**config.mk**
```make
export PLATFORM = sky130hd
export DESIGN_NAME = lcd_capture
export DESIGN_NICKNAME = d
export VERILOG_FILES = /design/src/rtl/gb_video_pkg.sv /design/src/rtl/lcd_pixel_packer.sv /design/src/rtl/lcd_capture.sv
export SDC_FILE = /design/constraint.sdc
export NUM_CORES = 1
export LEC_CHECK = 0
export ABC_AREA = 1
export ABC_CLOCK_PERIOD_IN_PS = 4660
export BUFFER_PORTS_ARGS = -buffer_cell sky130_fd_sc_hd__buf_2
export CAP_MARGIN = 5
export CORE_MARGIN = 1
export CORE_UTILIZATION = 30
export DETAILED_ROUTE_END_ITERATION = 6
export GPL_TIMING_DRIVEN = 0
export HOLD_SLACK_MARGIN = 0.08
export PLACE_DENSITY_LB_ADDON = 0.3
export SYNTH_ARGS = -nofsm -noshare
export SYNTH_HDL_FRONTEND = slang
export SYNTH_SLANG_ARGS = --single-unit
```
**constraint.sdc**
```tcl
create_clock -name clk -period 4.66 [get_ports clk]
set_input_delay 0.233 -clock clk [delete_from_list [all_inputs] [get_ports clk]]
set_output_delay 0.233 -clock clk [all_outputs]
set_load 0.02 [all_outputs]
```
**src/rtl/gb_video_pkg.sv**
```systemverilog
// Shared Game Boy video constants and types for the LCD capture path.
package gb_video_pkg;

   localparam int H_PIX          = 160;
   localparam int V_PIX          = 144;
   localparam int BYTES_PER_LINE = 40;
   localparam int FB_BYTES       = 5760;

   typedef enum logic [1:0] {
      FILL,
      OFF,
      WAIT_SYNC,
      ACTIVE
   } cap_state_t;

   typedef logic [1:0] shade_t;

endpackage

```
**src/rtl/lcd_pixel_packer.sv**
```systemverilog
// Packs four 2-bit shades into one byte, first pixel in the top bits.
module lcd_pixel_packer
   import gb_video_pkg::*;
(
   input  logic       clk,
   input  logic       reset,
   input  logic       clear,
   input  logic       shift,
   input  shade_t     shade,
   output logic       byte_valid,
   output logic [7:0] byte_data
);

   logic [5:0] held;
   logic [1:0] group;

   // The fourth shade completes the byte directly from the input.
   assign byte_valid = shift && (group == 2'd3);
   assign byte_data  = {held, shade};

   always_ff @(posedge clk) begin
      if (reset || clear) begin
         held  <= '0;
         group <= '0;
      end else if (shift) begin
         held  <= {held[3:0], shade};
         group <= group + 2'd1;
      end
   end

endmodule

```
**src/rtl/lcd_capture.sv**
```systemverilog
// Captures the PPU pixel stream into a double-buffered 2bpp framebuffer,
// clearing both banks whenever the display is (re)enabled.
module lcd_capture #(
   parameter int H_PIX       = gb_video_pkg::H_PIX,
   parameter int V_PIX       = gb_video_pkg::V_PIX,
   parameter int IDLE_RESYNC = 1024
) (
   input  logic        clk,
   input  logic        reset,
   input  logic        lcd_on,
   input  logic        lcd_clkena,
   input  logic [1:0]  lcd_data,
   output logic        fb_we,
   output logic [13:0] fb_addr,
   output logic [7:0]  fb_data,
   output logic        disp_bank,
   output logic        frame_done,
   output logic        sync_err,
   output logic        busy
);

   import gb_video_pkg::*;

   localparam int FB_LEN = (H_PIX / 4) * V_PIX;
   localparam int XW     = $clog2(H_PIX);
   localparam int YW     = $clog2(V_PIX);
   localparam int IW     = $clog2(IDLE_RESYNC + 1);

   cap_state_t    state, next_state;
   logic [12:0]   fill_idx, byte_idx;
   logic          fill_bank, fill_done;
   logic [XW-1:0] x;
   logic [YW-1:0] y;
   logic [IW-1:0] idle;
   logic          idle_hit, at_origin, resync, accept, last_pixel, clear_pack;
   logic          wbank, pix_we;
   logic [13:0]   pix_addr;
   logic [7:0]    pix_data;
   logic          byte_valid;
   logic [7:0]    byte_data;

   assign fill_done  = fill_bank && (fill_idx == 13'(FB_LEN - 1));
   assign idle_hit   = (idle == IW'(IDLE_RESYNC));
   assign at_origin  = (x == '0) && (y == '0);
   // lcd_on=0 pre-empts both a strobe and a resync in the same cycle.
   assign resync     = (state == ACTIVE) && lcd_on && idle_hit && !at_origin;
   assign accept     = (state == ACTIVE) && lcd_on && lcd_clkena && !resync;
   assign last_pixel = (x == XW'(H_PIX - 1)) && (y == YW'(V_PIX - 1));
   assign clear_pack = (state != ACTIVE) || resync;

   always_ff @(posedge clk) begin
      if (reset) state <= FILL;
      else       state <= next_state;
   end

   always_comb begin
      // NOTE: default first so every path assigns next_state and no latch is inferred.
      next_state = state;
      case (state)
         FILL:      if (fill_done) next_state = lcd_on ? WAIT_SYNC : OFF;
         OFF:       if (lcd_on) next_state = ACTIVE;
         WAIT_SYNC: begin
            if (!lcd_on)       next_state = FILL;
            else if (idle_hit) next_state = ACTIVE;
         end
         ACTIVE:    if (!lcd_on) next_state = FILL;
         default:   next_state = FILL;
      endcase
   end

   // Fill counter rests at zero outside FILL, so every entry starts at address 0.
   always_ff @(posedge clk) begin
      if (reset || state != FILL) begin
         fill_idx  <= '0;
         fill_bank <= 1'b0;
      end else if (fill_idx == 13'(FB_LEN - 1)) begin
         fill_idx  <= '0;
         fill_bank <= 1'b1;
      end else begin
         fill_idx  <= fill_idx + 13'd1;
      end
   end

   always_ff @(posedge clk) begin
      if (reset || lcd_clkena) idle <= '0;
      else if (!idle_hit)      idle <= idle + IW'(1);
   end

   always_ff @(posedge clk) begin
      if (reset) begin
         x          <= '0;
         y          <= '0;
         byte_idx   <= '0;
         wbank      <= 1'b0;
         disp_bank  <= 1'b1;
         pix_we     <= 1'b0;
         pix_addr   <= '0;
         pix_data   <= '0;
         frame_done <= 1'b0;
         sync_err   <= 1'b0;
      end else begin
         pix_we     <= byte_valid;
         frame_done <= byte_valid && last_pixel;
         sync_err   <= resync;
         if (byte_valid) begin
            pix_addr <= {wbank, byte_idx};
            pix_data <= byte_data;
         end
         if (clear_pack) begin
            x        <= '0;
            y        <= '0;
            byte_idx <= '0;
         end else if (accept) begin
            if (byte_valid) byte_idx <= byte_idx + 13'd1;
            if (x == XW'(H_PIX - 1)) begin
               x <= '0;
               if (y == YW'(V_PIX - 1)) begin
                  y         <= '0;
                  byte_idx  <= '0;
                  wbank     <= ~wbank;
                  disp_bank <= wbank;
               end else begin
                  y <= y + YW'(1);
               end
            end else begin
               x <= x + XW'(1);
            end
         end
      end
   end

   lcd_pixel_packer u_packer (
      .clk        (clk),
      .reset      (reset),
      .clear      (clear_pack),
      .shift      (accept),
      .shade      (lcd_data),
      .byte_valid (byte_valid),
      .byte_data  (byte_data)
   );

   assign fb_we   = !reset && ((state == FILL) || pix_we);
   assign fb_addr = (state == FILL) ? {fill_bank, fill_idx} : pix_addr;
   assign fb_data = (state == FILL) ? 8'h00 : pix_data;
   assign busy    = (state != ACTIVE);

endmodule

```
After elaboration in Yosys (flattened, before gate mapping). Index checks and enable logic that the tools add are counted.

Div/mod/pow operators: 0. Multiplexer cells: 14. Shift-type cells: 0. $lt $le $gt $ge: 0. Equality and inequality tests: 13. Multipliers: 0. Add/sub/neg operators: 6. Bitwise operators: 2. Reductions and logical operators: 28.

Operators with widths (count): 13-bit 2-to-1 mux (3); 13-bit by 1-bit adder with 13-bit output, second input constant (2); 8-bit 2-to-1 mux (3); 8-bit by 1-bit adder with 8-bit output, second input constant (2); 8-bit == test, second input constant (2); 8-bit logical NOT (2); 14-bit 2-to-1 mux (1); 13-bit == test, second input constant (1); 2-bit 2-to-1 mux (6); 11-bit by 1-bit adder with 11-bit output, second input constant (1); 11-bit == test, second input constant (1); 1-bit logical AND (11); 2-bit inequality test, second input constant (4); 2-bit one-hot mux with 4 select lines (1); 4-bit AND reduction (2); 2-bit == test, second input constant (3); 1-bit logical OR (5); 2-bit OR reduction (2); 1-bit logical NOT (3); 3-bit inequality test, second input constant (1); 2-bit by 1-bit adder with 2-bit output, second input constant (1); 2-bit by 1-bit == test with 1-bit output, second input constant (1); 2-bit logical NOT (1); 1-bit inverter (2); 2 further kinds (2).

Word-level logic and storage cells: 79. Output and inout port bits: 27. Bits in registers: 91. Bits in writable memories: 0. Bits in latches: 0. Memories: 0. Memory bits (read-only): 0.

Depth between registers and ports, before layout.
Depth in word-level cells: 10. Mapped depth: 15. Mapped depth without buffers: 15.

Modules after synthesis. Synthesis repeated with hierarchy kept, for this count alone.

Cell total of the unflattened synthesis: 664. Area total of the unflattened synthesis: 4566.9 um^2.

Modules (own cells, without submodules): lcd_capture (sequential area each 1661.6 um^2, instances 1, area each 4186.5 um^2, cells each 609); lcd_pixel_packer (sequential area each 160.2 um^2, instances 1, area each 380.4 um^2, cells each 55).

Least setup slack after synthesis. Ideal clock, no wire load.

Kind: register to register. Start point: reg y[0]. End point: reg disp_bank. Cell stages (with the launch flop): 15. Buffers on the path: 0. Slack: 3.040 ns. Data arrival time: 1.495 ns. Cells stage by stage: dfxtp_1 > inv_1 > ha_1 > nand2_1 > inv_1 > nand2_1 > nor2_1 > nand2_2 > nand2_4 > nand2_8 > nor2_8 > inv_2 > or2_4 > o21ai_2 > nand2_1.

Word-level cells in the longest chain between the ends: 7. Elaborated cells between the ends (all ways): 10.

Ends and longest elaborated chain: start: declaration (RTL line lcd_capture.sv:33) `logic [YW-1:0] y;`; start signal: assignment (RTL line lcd_capture.sv:123) `y <= y + YW'(1);`; 8-bit logical NOT (RTL line lcd_capture.sv:44) `assign at_origin = (x == '0) && (y == '0);`; 1-bit logical AND (RTL line lcd_capture.sv:44); 1-bit logical NOT (RTL line lcd_capture.sv:46) `assign resync = (state == ACTIVE) && lcd_on && idle_hit && !at_origin;`; 1-bit logical AND (RTL line lcd_capture.sv:46); 1-bit logical NOT / 1-bit logical OR (equally long branches) (RTL line lcd_capture.sv:47, lcd_capture.sv:49); 1-bit logical AND / 1-bit inverter (equally long branches); 4-bit AND reduction (no line) *; end signal: assignment (RTL line lcd_capture.sv:121) `disp_bank <= wbank;`; end: declaration (RTL line lcd_capture.sv:16) `output logic disp_bank,`.

Every way passes the cells marked *; elsewhere a longest branch is shown, timed or not. A chain may end at the register's enable or synchronous reset.

Final worst setup path.
Start point: reg state[1]. End point: out fb_addr[4].

Word-level cells in the longest chain between the ends: 2.

Ends and longest elaborated chain: start: declaration (RTL line lcd_capture.sv:29) `cap_state_t state, next_state;`; start signal: assignment (RTL line lcd_capture.sv:53) `else state <= next_state;`; 2-bit logical NOT (RTL line lcd_capture.sv:143) `assign fb_addr = (state == FILL) ? {fill_bank, fill_idx} : pix_addr;`; 14-bit 2-to-1 mux (RTL line lcd_capture.sv:143); end: declaration (RTL line lcd_capture.sv:14) `output logic [13:0] fb_addr,`.

No other way between the ends.

==> impl_metrics.env <==
export IMPL_cts_resized=0
export IMPL_yosysUniqueCellTypes=44
export IMPL_critical_path_peak_fanout=10
export IMPL_synth_largest_type_area_fraction_pct=42.2
export IMPL_synthDominantAreaCellType="sky130_fd_sc_hd__dfxtp_1"
export IMPL_worst_slew_pin_transition_ns=0.511
export IMPL_cts_tree="yes"
export IMPL_post_cts_setup_buffers=0
export IMPL_final_period_utilization_pct=42.8
export IMPL_clk_pin_slew_ns=0.07
export IMPL_final_max_slew_viol_count=0
export IMPL_floorplan_io_pins=33
export IMPL_mappedNetlistArea_mm2=0.00432
export IMPL_period_minus_slack_ns=2.00
export IMPL_final_hold_violation_count=0
export IMPL_power_net_switching_uw=330
export IMPL_final_layout_size_suffix_gt1_share_pct=14.1
export IMPL_area_growth_from_synthesis_to_layout_pct=15.7
export IMPL_cp_slowest_cell="sky130_fd_sc_hd__clkbuf_1"
export IMPL_root_buffer="sky130_fd_sc_hd__clkbuf_16"
export IMPL_hpwl_um=7120
export IMPL_netSwitchingFraction_pct=21.6
export IMPL_starting_density_pct=30.9
export IMPL_detailedRoute_firstPassIterationCount=4
export IMPL_postSynthCellCount=583
export IMPL_gp_routability_congestion=0.789
export IMPL_slew_limit_headroom_pct=65.9
export IMPL_maximum_number_of_pins_on_one_net_before_global_route_repair=15
export IMPL_drt_iter0_markers=141
export IMPL_die_height_um=122
export IMPL_grt_setup_unrepaired="false"
export IMPL_synthesis_area_per_instance_um2=7.41
export IMPL_worst_setup_path_type="reg -> out"
export IMPL_diodes=0
export IMPL_yosysSeqAreaShare_pct=42.2
export IMPL_grt_first_pass_wirelength_um=15800
export IMPL_sinks_on_clock_net=91
export IMPL_globalRouteTotalUtil_pct=13.6
export IMPL_port_buffers=32
export IMPL_max_vdd_ir_drop_v=0.000156
export IMPL_dp_slack_ns=2.85
export IMPL_grt_pass1_vias=3521
export IMPL_layout_setup_ws_ns=2.66
export IMPL_power_sequential_fraction_pct=51.3
export IMPL_critPathTopFamily="buffers and inverters"
export IMPL_syn_num_nets=598
export IMPL_worst_clock_skew_ns=0.00912
export IMPL_setup_tns_final_ns=0
export IMPL_run_status="finished, final reports clean"
export IMPL_cts_hold_buffers_added=0
export IMPL_drtAntennaViolNets=0
export IMPL_power_density_mw_per_mm2=305
export IMPL_grt_antenna_before_repair=0
export IMPL_type_of_origin_of_the_critical_path="flop"
export IMPL_route_detailed_drc=0
export IMPL_power_leakage_nw=2.02
export IMPL_num_rows=43
export IMPL_critical_path_n_buffers_inverters=2
export IMPL_routed_wl_um=9420
export IMPL_synth_top_cells_by_count="sky130_fd_sc_hd__nand2_1, sky130_fd_sc_hd__dfxtp_1, sky130_fd_sc_hd__inv_1"
export IMPL_synth_enable_flop_cells=0
export IMPL_cts_buffer_depth=2
export IMPL_post_synth_top_count_cell="sky130_fd_sc_hd__nand2_1"
export IMPL_critical_path_max_stage_delay_ns=0.38
export IMPL_report_final_setup_viol=0
export IMPL_synth_seq_cells=91
export IMPL_grt_overflow=0
export IMPL_fillCellCount=1470
export IMPL_crit_path_cells="nor2_2, clkbuf_1, nand2_1, o21ai_0, buf_2"
export IMPL_max_clock_freq_mhz=501
export IMPL_viasPerCell=4.54
export IMPL_clock_latency_ns=0.34
export IMPL_worst_hold_path_type="in -> reg"
export IMPL_cp_data_arrival_time_ns=1.76
export IMPL_die_area_mm2=0.0149
export IMPL_core_area_mm2=0.0140
export IMPL_avg_wl_per_cell_um=11.6
export IMPL_worst_endpoint_required_ns=4.43
export IMPL_cap_violations=0
export IMPL_synth_async_reset_ratio_pct=0
export IMPL_power_internal_mw=1.20
export IMPL_clock_power_share_pct=46.6
export IMPL_design_final_nets=641
export IMPL_cts_inserted_buffers=9
export IMPL_fp_dieW_um=122
export IMPL_route_vias_total=3679
export IMPL_critical_path_end_type="primary output"
export IMPL_synth_top_cells_by_area="sky130_fd_sc_hd__dfxtp_1, sky130_fd_sc_hd__nand2_1, sky130_fd_sc_hd__inv_1, sky130_fd_sc_hd__nor2_1, sky130_fd_sc_hd__a21oi_1"
export IMPL_synth_top_flop_cell="sky130_fd_sc_hd__dfxtp_1"
export IMPL_share_comb_of_total_power_pct=2.1
export IMPL_ys_warnings_count=0
export IMPL_h_tree_depth=3
## final cells by class
type	instances	area (um^2)	area share [%]
Clock inverter	3	21.3	0.426
Multi-Input combinational cell	385	2040	40.9
Buffer	14	97.6	1.95
Inverter	93	358	7.16
Timing Repair Buffer	32	160	3.20
Tap cell	180	225	4.51
Clock buffer	13	270	5.41
Sequential cell	91	1820	36.4
## power groups by stage
stage | combinational (mW) | clock, mW | sequential, mW
floorplan | 0.0212 | 0 | 0.800
global placement | 0.0316 | 0 | 0.801
detailed placement | 0.0321 | 0 | 0.801
CTS | 0.0323 | 0.734 | 0.783
global route | 0.0369 | 0.766 | 0.783
finish | 0.0317 | 0.712 | 0.784
## registers in the layout (all words and copies together), names as in the netlist, 2 cells and up
register / cells
u_packer.group: 2
pix_addr: 14
fill_idx: 13
pix_data: 8
u_packer.held: 6
state: 2
idle: 11
x: 8
y: 8
byte_idx: 13
## cell families (layout without fill, tap and decap cells)
kind of cell               Yosys count  count (layout)  synth area share [%]
AOI/OAI and AO/OA                  114             114                  14.4
xor gates and xnor gates             9               9                  1.82
adders and majority gates            9               9                  2.61
buffers and inverters              107             155                  10.5
DFF                                 91              91                  42.2
and+or+nand+nor                    253             253                  28.5
## stage by stage
stage	power [mW]	area [um^2]	instances	utilization (%)	hold WS [ns]
CTS	1.55	5000	811	35.7	0.130
finish	1.53	5000	811	35.7	0.143
global placement	0.832	4710	795	33.6	0.437
floorplan	0.822	4320	583	-	0.376
detailed placement	0.833	4710	795	33.6	0.441
global route	1.59	5000	811	35.7	0.147
## metal layers
layer / track usage (%) / share of wire [%]
met1: 17.1 / 49
met2: 22.4 / 47
met3: 2.86 / 2.8
met4: 5.56 / 1.3
met5: 0 / 0
## cell usage in the layout, fill, tap and decap left out, drive strengths merged
master / count
clkinvlp: 1
nor3b: 6
xor2: 8
nor3: 20
nand2: 101
dfxtp: 91
and3: 3
xnor2: 1
a2111oi: 1
a21o: 1
clkbuf: 19
o21ai: 52
a31oi: 1
a21boi: 1
or2: 1
nor2: 85
ha: 9
a211oi: 5
inv: 91
nand3: 32
a21oi: 50
buf: 40
clkinv: 4
o21a: 3
nand4: 5
## worst paths after layout
kind	from	end	slack, ns	cells after the start
worst max-delay path	state[1]$_SDFFE_PP0P_	fb_addr[4]	2.66	5
worst max register to register	fill_idx[0]$_SDFF_PP0_	fill_idx[12]$_SDFF_PP0_	2.82	10
worst min-delay path	lcd_data[1]	u_packer.held[1]$_SDFFE_PP0P_	0.14	3
worst min register to register	pix_addr[9]$_SDFFE_PP0N_	pix_addr[9]$_SDFFE_PP0N_	0.45	2
## worst register-to-register path, delay by kind of cell, from the launching register on
kind	cells	cell delay (ns)
DFF	1	0.37
AOI/OAI and AO/OA	2	0.28
and+or+nand+nor	6	0.84
adders and majority gates	1	0.18
buffers and inverters	1	0.10
No activity file was read; power rests on OpenSTA's default activity.
